## src/rtl/vote_pkg.sv

```systemverilog
// vote_pkg
// Shared types and constants for the ballot controller.
//   state_t    : session FSM states
//   MODE_*     : decision rule encodings carried on the mode input
//   norm_mode  : folds the unused encoding (3) onto simple majority
package vote_pkg;

  typedef enum logic [1:0] {
    IDLE    = 2'd0,
    COLLECT = 2'd1,
    DECIDE  = 2'd2,
    DONE    = 2'd3
  } state_t;

  localparam logic [1:0] MODE_MAJ  = 2'd0;
  localparam logic [1:0] MODE_2_3  = 2'd1;
  localparam logic [1:0] MODE_UNAN = 2'd2;

  function automatic logic [1:0] norm_mode(input logic [1:0] m);
    return (m == 2'd3) ? MODE_MAJ : m;
  endfunction

endpackage

```

## src/rtl/vote_session_popcount.sv

```systemverilog
// ballot_popcount
// Combinational population count of a ballot mask.
//   mask  : W-bit mask of voters to count
//   count : number of set bits, $clog2(W+1) bits wide
module ballot_popcount #(
  parameter int W = 5,
  localparam int OW = $clog2(W + 1)
) (
  input  logic [W-1:0]  mask,
  output logic [OW-1:0] count
);

  always_comb begin
    count = '0;
    for (int i = 0; i < W; i++) begin
      count = count + OW'(mask[i]);
    end
  end

endmodule

```

## src/rtl/vote_session.sv

```systemverilog
// vote_session
// Ballot session controller: opens on start, takes at most one vote per
// voter, closes on full ballot or timeout, then evaluates the selected
// rule against a quorum and holds the result until acknowledged.
//   clk, rst_n          : clock, async active-low reset
//   start, mode         : open a session (IDLE only) and select its rule
//   vote_valid/vote_val : per-voter vote strobe and value (1 = yes)
//   result_ack          : releases the held result (DONE only)
//   busy, result_valid  : session activity / result available
//   result_pass/tie     : decision flags
//   no_quorum/timed_out : quorum missed / closed by timeout
//   yes/no/abstain_count: final tallies
//
// state   | meaning
// --------+-----------------------------------------------------------
// IDLE    | waiting for start; votes ignored
// COLLECT | accepting first vote per voter, timer running
// DECIDE  | one cycle: tallies and rule evaluated, results registered
// DONE    | result held with result_valid until result_ack
module vote_session
  import vote_pkg::*;
#(
  parameter int VOTERS  = 5,
  parameter int TIMEOUT = 16,
  parameter int QUORUM  = VOTERS / 2 + 1,
  localparam int CW = $clog2(VOTERS + 1),
  localparam int TW = (TIMEOUT > 1) ? $clog2(TIMEOUT) : 1
) (
  input  logic              clk,
  input  logic              rst_n,
  input  logic              start,
  input  logic [1:0]        mode,
  input  logic [VOTERS-1:0] vote_valid,
  input  logic [VOTERS-1:0] vote_val,
  input  logic              result_ack,
  output logic              busy,
  output logic              result_valid,
  output logic              result_pass,
  output logic              result_tie,
  output logic              no_quorum,
  output logic              timed_out,
  output logic [CW-1:0]     yes_count,
  output logic [CW-1:0]     no_count,
  output logic [CW-1:0]     abstain_count
);

  localparam logic [TW-1:0]   TIMER_LAST = TW'(TIMEOUT - 1);
  localparam logic [CW+1:0]   THR_2_3    = (CW + 2)'(2 * VOTERS);
  localparam logic [CW:0]     QUORUM_W   = (CW + 1)'(QUORUM);
  localparam logic [CW-1:0]   VOTERS_W   = CW'(VOTERS);

  state_t            state;
  logic [VOTERS-1:0] cast;
  logic [VOTERS-1:0] yes_mask;
  logic [1:0]        mode_q;
  logic [TW-1:0]     timer;

  logic [VOTERS-1:0] new_bits;
  logic [VOTERS-1:0] cast_nxt;
  logic [VOTERS-1:0] yes_nxt;
  logic [VOTERS-1:0] yes_cast;
  logic [VOTERS-1:0] no_cast;
  logic [CW-1:0]     y_cnt;
  logic [CW-1:0]     n_cnt;
  logic [CW-1:0]     a_cnt;
  logic [CW:0]       cast_sum;
  logic [CW+1:0]     y_x3;
  logic [1:0]        rule;
  logic              quorum_ok;
  logic              pass_rule;
  logic              tie_rule;

  // Only voters that have not yet cast load their value: first vote wins.
  assign new_bits = vote_valid & ~cast;
  assign cast_nxt = cast | new_bits;
  assign yes_nxt  = (yes_mask & ~new_bits) | (new_bits & vote_val);

  assign yes_cast = cast & yes_mask;
  assign no_cast  = cast & ~yes_mask;

  ballot_popcount #(.W(VOTERS)) u_pop_yes (
    .mask  (yes_cast),
    .count (y_cnt)
  );

  ballot_popcount #(.W(VOTERS)) u_pop_no (
    .mask  (no_cast),
    .count (n_cnt)
  );

  assign a_cnt    = VOTERS_W - y_cnt - n_cnt;
  assign cast_sum = {1'b0, y_cnt} + {1'b0, n_cnt};
  // 3*Y as Y + 2*Y, two guard bits so full membership never wraps.
  assign y_x3     = {2'b00, y_cnt} + {1'b0, y_cnt, 1'b0};
  assign rule     = norm_mode(mode_q);
  assign quorum_ok = (cast_sum >= QUORUM_W);

  always_comb begin
    pass_rule = 1'b0;
    tie_rule  = 1'b0;
    case (rule)
      MODE_2_3:  pass_rule = (y_x3 >= THR_2_3);
      MODE_UNAN: pass_rule = (y_cnt == VOTERS_W);
      default: begin
        pass_rule = (y_cnt > n_cnt);
        tie_rule  = (y_cnt == n_cnt) && (cast_sum != '0);
      end
    endcase
  end

  always_ff @(posedge clk or negedge rst_n) begin
    if (!rst_n) begin
      state         <= IDLE;
      cast          <= '0;
      yes_mask      <= '0;
      mode_q        <= '0;
      timer         <= '0;
      busy          <= 1'b0;
      result_valid  <= 1'b0;
      result_pass   <= 1'b0;
      result_tie    <= 1'b0;
      no_quorum     <= 1'b0;
      timed_out     <= 1'b0;
      yes_count     <= '0;
      no_count      <= '0;
      abstain_count <= '0;
    end else begin
      case (state)
        IDLE: begin
          if (start) begin
            state    <= COLLECT;
            busy     <= 1'b1;
            cast     <= '0;
            yes_mask <= '0;
            timer    <= '0;
            mode_q   <= mode;
          end
        end

        COLLECT: begin
          cast     <= cast_nxt;
          yes_mask <= yes_nxt;
          timer    <= timer + 1'b1;
          // Full ballot takes priority over a timeout in the same cycle.
          if (&cast_nxt) begin
            state     <= DECIDE;
            timed_out <= 1'b0;
          end else if (timer == TIMER_LAST) begin
            state     <= DECIDE;
            timed_out <= 1'b1;
          end
        end

        DECIDE: begin
          state         <= DONE;
          result_valid  <= 1'b1;
          yes_count     <= y_cnt;
          no_count      <= n_cnt;
          abstain_count <= a_cnt;
          no_quorum     <= ~quorum_ok;
          result_pass   <= quorum_ok & pass_rule;
          result_tie    <= tie_rule;
        end

        DONE: begin
          // start is not looked at here, so ack+start only returns to IDLE.
          if (result_ack) begin
            state        <= IDLE;
            busy         <= 1'b0;
            result_valid <= 1'b0;
          end
        end

        default: begin
          state        <= IDLE;
          busy         <= 1'b0;
          result_valid <= 1'b0;
        end
      endcase
    end
  end

endmodule

```

## config.mk

```make
export PLATFORM = sky130hd
export DESIGN_NAME = vote_session
export DESIGN_NICKNAME = d
export VERILOG_FILES = /design/src/rtl/vote_pkg.sv /design/src/rtl/vote_session_popcount.sv /design/src/rtl/vote_session.sv
export SDC_FILE = /design/constraint.sdc
export NUM_CORES = 1
export LEC_CHECK = 0
export ABC_CLOCK_PERIOD_IN_PS = 7700
export CORE_MARGIN = 3
export CORE_UTILIZATION = 57
export CTS_CLUSTER_DIAMETER = 150
export DETAILED_ROUTE_END_ITERATION = 10
export DONT_BUFFER_PORTS = 1
export PLACE_DENSITY = 0.83
export SLEW_MARGIN = 5
export SYNTH_ARGS = -nofsm -noshare
export SYNTH_HDL_FRONTEND = slang
export SYNTH_SLANG_ARGS = --single-unit
```

## constraint.sdc

```tcl
create_clock -name clk -period 7.7 [get_ports clk]
set_input_delay 1.155 -clock clk [delete_from_list [all_inputs] [get_ports clk]]
set_output_delay 1.155 -clock clk [all_outputs]
set_load 0.005 [all_outputs]
```

==> impl_metrics.json, run 1 <==
{
  "overflow": 0,
  "clock.fmax_mhz": 266,
  "cts_root_buffer": "clkbuf_4",
  "rows": 21,
  "reg2reg_from": "yes_mask[0]",
  "start_util_pct": 59.7,
  "path_buf_inv": 3,
  "dieArea_sq_mm": 0.00430,
  "dr.pass1.iters": 4,
  "die_w_microns": 65.6,
  "post_cts_buffers": 0,
  "regArea_sq_um": 826,
  "cts_tree": "yes",
  "ys_warn_count": 0,
  "multi_input_area_sq_mm": 0.00111,
  "synth-seq-cells": 33,
  "ys_seq_area_share_pct": 40.8,
  "port_buffers": 0,
  "antenna_found_initial": 0,
  "die_h_microns": 65.6,
  "nets": 244,
  "arrival_ps": 4000,
  "p_comb_share_pct": 51.3,
  "crit_chain": "and2_1 -> ha_1 -> inv_1 -> fa_1 -> inv_1 -> ha_1 -> fa_1 -> inv_1 -> fa_1 -> nor2_1 -> a41oi_1 -> or3_1 -> a311oi_1",
  "synth_top_cell_by_area": "dfrtp_1",
  "synthArstFlopShare_pct": 100,
  "n_antenna_cell": 0,
  "powerDensity_mw_per_mm2": 381,
  "crit_type": "flop to flop",
  "cp_top_family": "adder cells",
  "seqPwrFrac_pct": 36.3,
  "dp.final_hpwl_microns": 2810,
  "synthAdderAreaFrac_pct": 18.7,
  "grt_start_max_net_pins": 34,
  "layout_setup_ws_ps": 3950,
  "cts_buffers": 5,
  "rsz0062_at_grt": "no",
  "synth_common_cells": "33 x dfrtp_1, 21 x inv_1, 19 x ha_1",
  "track_usage_pct": 20.4,
  "clock_sinks": 33,
  "ys_top_cells_by_area": "dfrtp_1 41%, ha_1 12%, fa_1 6.9%",
  "layout-drive-gt1-share_pct": 8.91,
  "hold_slack_ps": 494,
  "synth_cell_types": 34,
  "synth.mux.area_fraction_pct": 8.78,
  "synth_xor_area_share_pct": 0.433,
  "via_per_inst": 5.58,
  "ant_nets": 0,
  "clkTransAtPathRegs_ps": 110,
  "p_sw_uw": 336,
  "swShare_pct": 41.6,
  "cts_buffer_depth": 2,
  "tns_ps": 0,
  "hp-class": "primary input to asynchronous set/reset pin",
  "io-pin-count": 31,
  "synth_top_family_by_area": "adder cells",
  "dp_worst_setup_slack_ps": 3930,
  "routed_wl_microns": 3690,
  "maxCapViolCount": 0,
  "synth_edf_count": 0,
  "syn_inst": 198,
  "drc": 0,
  "postSynthAreaPerCell_sq_um": 10.2,
  "synth_compound_area_share_pct": 12.7,
  "dr.first_iter.drc_count": 45,
  "slew_headroom_pct": 61.9,
  "cts_hold_buf": 0,
  "routed-via-count": 1383,
  "post-route-cell-area_sq_mm": 0.00212,
  "hold_viol": 0,
  "synthToLayoutAreaGrowth_pct": 4.95,
  "pwr-share-clk_pct": 12.4,
  "clock_latency_ps": 340,
  "syn-cell-area_sq_mm": 0.00202,
  "vdd_drop_max_mv": 0.226,
  "cts_max_level": 2,
  "synth-main-ff-cell": "dfrtp_1",
  "power.internal_uw": 473,
  "yosysTopAreaCellShare_pct": 40.8,
  "cts.repair.resized": 0,
  "setup_viol": 0,
  "period_share_pct": 48.8,
  "cp-end-kind": "flop",
  "synth_nets": 240,
  "leakage_uw": 0.00102,
  "wl_per_cell_microns": 14.9,
  "grt_pass1_vias": 1440,
  "drv_slew": 0,
  "critPathLaunchType": "flop",
  "synth_most_common_cell": "dfrtp_1",
  "globalplace.congestion": 0.814,
  "critPathSlowestCell": "fa_1",
  "placed_cell_area_sq_mm": 0.00207,
  "grt_pass1_wl_microns": 6580,
  "min_period_ps": 3750,
  "required_ps": 7940,
  "status": "completed",
  "fillerInstances": 282,
  "wl_met2_microns": 1830,
  "crit_start": "yes_mask[0]",
  "wl_met3_microns": 215,
  "max_stage_delay_ps": 610,
  "wirelength_met1_microns": 1570,
  "highest_layer": "met4",
  "tightest_slew_ps": 571,
  "fin_skew_ps": 13.3,
  "utilization_pct": 62.6,
  "crit_fanout": 7,
  "synthSimpleGateAreaFrac_pct": 14.0,
  "core_area_sq_mm": 0.00339
}
-- power groups by stage --
stage	clock (uW)	sequential (uW)	combinational (uW)
finish	100	293	415
global route	110	305	483
CTS	104	294	420
detailed placement	0	297	421
global placement	0	295	407
floorplan	0	283	344
-- logic make-up (layout without fill, tap and decap cells) --
kind of cell	count (synthesis)	count (layout)
flip-flops	33	33
XOR/XNOR	1	1
AO/OA/AOI/OAI	41	41
buffers and inverters	24	28
multiplexers	16	16
adder cells (fa/ha/maj)	26	26
AND/OR/NAND/NOR	57	57
-- metrics by stage --
stage,total power (uW),std cells
after floorplan,627,198
after CTS,819,248
after detailed placement,718,241
after global placement,702,241
final,809,248
after global routing,897,248
-- registers in the layout (all words and copies together), names as in the netlist --
| name | flops |
|---|---|
| abstain_count | 3 |
| busy | 1 |
| cast | 5 |
| mode_q | 2 |
| no_count | 3 |
| no_quorum | 1 |
| result_pass | 1 |
| result_tie | 1 |
| result_valid | 1 |
| state | 2 |
| timed_out | 1 |
| timer | 4 |
| yes_count | 3 |
| yes_mask | 5 |
-- worst reg2reg max path, stage by stage (launching register included) --
cell and delay [ps]:
dfrtp_1 410, and2_1 170, ha_1 260, inv_1 50
fa_1 530, inv_1 40, ha_1 190, fa_1 610
inv_1 140, fa_1 420, nor2_1 120, a41oi_1 110
or3_1 350, a311oi_1 250
-- cell type report --
type | count | area share, %
Tap cell | 46 | 2.71
Multi-Input combinational cell | 141 | 52.1
Clock buffer | 7 | 2.59
Inverter | 21 | 3.71
Sequential cell | 33 | 38.9
-- final timing paths --
check / end / slack, ps / depth (start not counted)
hold / removal: no_count[1] / 490 / 0
hold reg to reg: no_quorum / 520 / 1
min in group clk: no_quorum / 520 / 1
max in group asynchronous: cast[0] / 7110 / 0
setup / recovery: result_pass / 3950 / 13
setup reg to reg: result_pass / 3950 / 13
-- layout by cell type, fill, tap and decap left out, drive strengths merged, types with 2 or more instances in the layout --
master,synthesis,layout
a22o,2,2
a21oi,15,15
nor3,3,3
o221ai,2,2
nand2b,9,9
clkbuf,2,7
fa,7,7
o21ai,9,9
a32o,2,2
nor2b,7,7
a41oi,2,2
nor2,13,13
mux2i,5,5
inv,21,21
mux2,11,11
and2,4,4
o22ai,3,3
dfrtp,33,33
nand2,15,15
ha,19,19
o21bai,2,2
-- metal layers --
metal  up-vias  track usage (%)
li1        684                -
met1       663             25.4
met2        30             33.4
met3         6             6.32
met4         0             7.51
met5         -                0
No activity file was read; power rests on OpenSTA's default activity.
==> run 2, diff against run 1 <==
- ABC_CLOCK_PERIOD_IN_PS: 7700 -> 3900
- clock period: 7.7 -> 3.9 ns (I/O delays scaled with it)
==> run 2 against run 1 <==
  * Non-clock buffer count increased by 3
  * Power increased by 110%
  * Wire length up 2.7%
  * Sequential share of layout area fell by 1.3 points
  * Critical endpoint unchanged
  * Utilization is 2.2 points higher
  * Flip-flop and latch count did not move
  * Final cell count up 1.6%
  * Count of clock-buffer cells in the layout is the same
  * Clock power grew to 2.7 times the previous value
  * Die area did not move
==> impl_metrics.json, run 2 (synthesis results as in run 1) <==
{
  "dp.final_hpwl_microns": 2780,
  "dp_cells": 243,
  "hp-class": "primary input to asynchronous set/reset pin",
  "wl_met3_microns": 186,
  "status": "completed",
  "power_uw": 1710,
  "highest_layer": "met4",
  "overflow": 0,
  "critPathLaunchType": "flop",
  "placed_cell_area_sq_mm": 0.00208,
  "drv_slew": 0,
  "wl_per_cell_microns": 15.0,
  "die_h_microns": 65.6,
  "cts_tree": "yes",
  "port_buffers": 0,
  "clock_latency_ps": 340,
  "required_ps": 4160,
  "via_per_inst": 5.54,
  "wirelength_met1_microns": 1710,
  "max_stage_delay_ps": 620,
  "grt_pass1_wl_microns": 6520,
  "antenna_found_initial": 0,
  "routed_wl_microns": 3790,
  "routed-via-count": 1395,
  "power.internal_uw": 1020,
  "swShare_pct": 40.4,
  "seqPwrFrac_pct": 33.7,
  "powerDensity_mw_per_mm2": 777,
  "wl_met2_microns": 1810,
  "fin_skew_ps": 10.4,
  "nets": 247,
  "arrival_ps": 3970,
  "globalplace.congestion": 0.798,
  "hold_slack_ps": 58.8,
  "n_antenna_cell": 0,
  "largest_registers": "cast: 5 flops, yes_mask: 5 flops, timer: 4 flops",
  "cts_buffers": 5,
  "slew_headroom_pct": 59.0,
  "cts_max_level": 2,
  "critPathSlowestCell": "fa_2",
  "tightest_slew_ps": 616,
  "layout-drive-gt1-share_pct": 12.1,
  "ant_nets": 0,
  "grt_pass1_vias": 1458,
  "mostFrequentLayoutCells": "33 x dfrtp_1, 20 x inv_1, 19 x ha_1",
  "synthToLayoutAreaGrowth_pct": 8.60,
  "clock.fmax_mhz": 269,
  "drc": 0,
  "min_period_ps": 3720,
  "grt_start_max_net_pins": 34,
  "post_cts_buffers": 0,
  "clkTransAtPathRegs_ps": 110,
  "cp-end-kind": "flop",
  "cts_buffer_depth": 2,
  "dr.pass1.iters": 4,
  "post-route-cell-area_sq_mm": 0.00220,
  "period_share_pct": 95.4,
  "start_util_pct": 59.7,
  "final_common_cell": "dfrtp_1",
  "p_comb_share_pct": 50.3,
  "crit_chain": "and2_1 -> ha_1 -> inv_1 -> fa_1 -> inv_1 -> ha_1 -> fa_2 -> inv_2 -> fa_1 -> nor2_1 -> a41oi_1 -> or3_1 -> a311oi_2",
  "track_usage_pct": 20.1,
  "crit_type": "flop to flop",
  "tns_ps": 0,
  "maxCapViolCount": 0,
  "leakage_uw": 0.00105,
  "die_w_microns": 65.6,
  "io-pin-count": 31,
  "dr.first_iter.drc_count": 31,
  "stdcell_count": 252,
  "clock_sinks": 33,
  "dieArea_sq_mm": 0.00430,
  "vdd_drop_max_mv": 0.360,
  "p_sw_uw": 690,
  "setup_viol": 0,
  "cts_root_buffer": "clkbuf_4",
  "core_area_sq_mm": 0.00339,
  "hold_viol": 0,
  "crit_fanout": 7,
  "pwr-share-clk_pct": 15.9,
  "rows": 21
}
==> run 2: cell count changes in the layout (fill, tap and decap cells not counted), sizes merged <==
cell	before	now
buf	0	3
bufinv	0	1
==> run 2: final timing paths <==
| path | start | to | slack [ps] | cells after the start |
|---|---|---|---|---|
| hold reg to reg | no_quorum | no_quorum | 520 | 1 |
| setup / recovery | yes_mask[0] | result_pass | 180 | 13 |
| min in group clk | result_ack | result_valid | 350 | 1 |
| max in group asynchronous | rst_n | yes_mask[2] | 3670 | 1 |
| setup reg to reg | yes_mask[0] | result_pass | 180 | 13 |
| hold / removal | rst_n | yes_mask[4] | 60 | 1 |
==> run 2: routing by layer <==
| layer | GRT usage, % | up-vias |
|---|---|---|
| li1 | - | 690 |
| met1 | 25.2 | 668 |
| met2 | 32.2 | 28 |
| met3 | 7.01 | 9 |
| met4 | 6.99 | 0 |
| met5 | 0 | - |
==> run 2: per-stage QoR <==
stage	util, %	worst slack [ps]
floorplan	-	316
global placement	61.5	199
detailed placement	61.5	139
CTS	64.6	121
global route	64.8	-19.0
finish	64.8	181
==> run 2: final cells by class <==
class / instances / area (sq um)
Inverter: 21 / 78.8
Sequential cell: 33 / 826
Multi-Input combinational cell: 141 / 1110
Clock inverter: 1 / 30.0
Clock buffer: 7 / 55.1
Fill cell: 257 / 1190
Tap cell: 46 / 57.6
Timing Repair Buffer: 3 / 35.0
==> run 2: power by group through the flow <==
| stage | clock network (uW) | registers [uW] | logic (uW) |
|---|---|---|---|
| global route | 290 | 594 | 989 |
| finish | 272 | 576 | 860 |
| floorplan | 0 | 558 | 680 |
| global placement | 0 | 576 | 819 |
| CTS | 280 | 577 | 858 |
| detailed placement | 0 | 583 | 845 |
==> run 2: repair_timing <==
action,in CTS,in global routing
setup endpoints to repair,0,2
hold endpoints to repair,33,0
resized for setup,0,3
hold buffers,1,0
==> run 2: worst max-delay path: cells and delay by family (launching register included) <==
| family | cells | cell delay [ps] |
|---|---|---|
| buffers and inverters | 3 | 170 |
| DFF | 1 | 420 |
| AOI/OAI and AO/OA | 2 | 350 |
| adders and majority gates | 5 | 2040 |
| and+or+nand+nor | 3 | 650 |
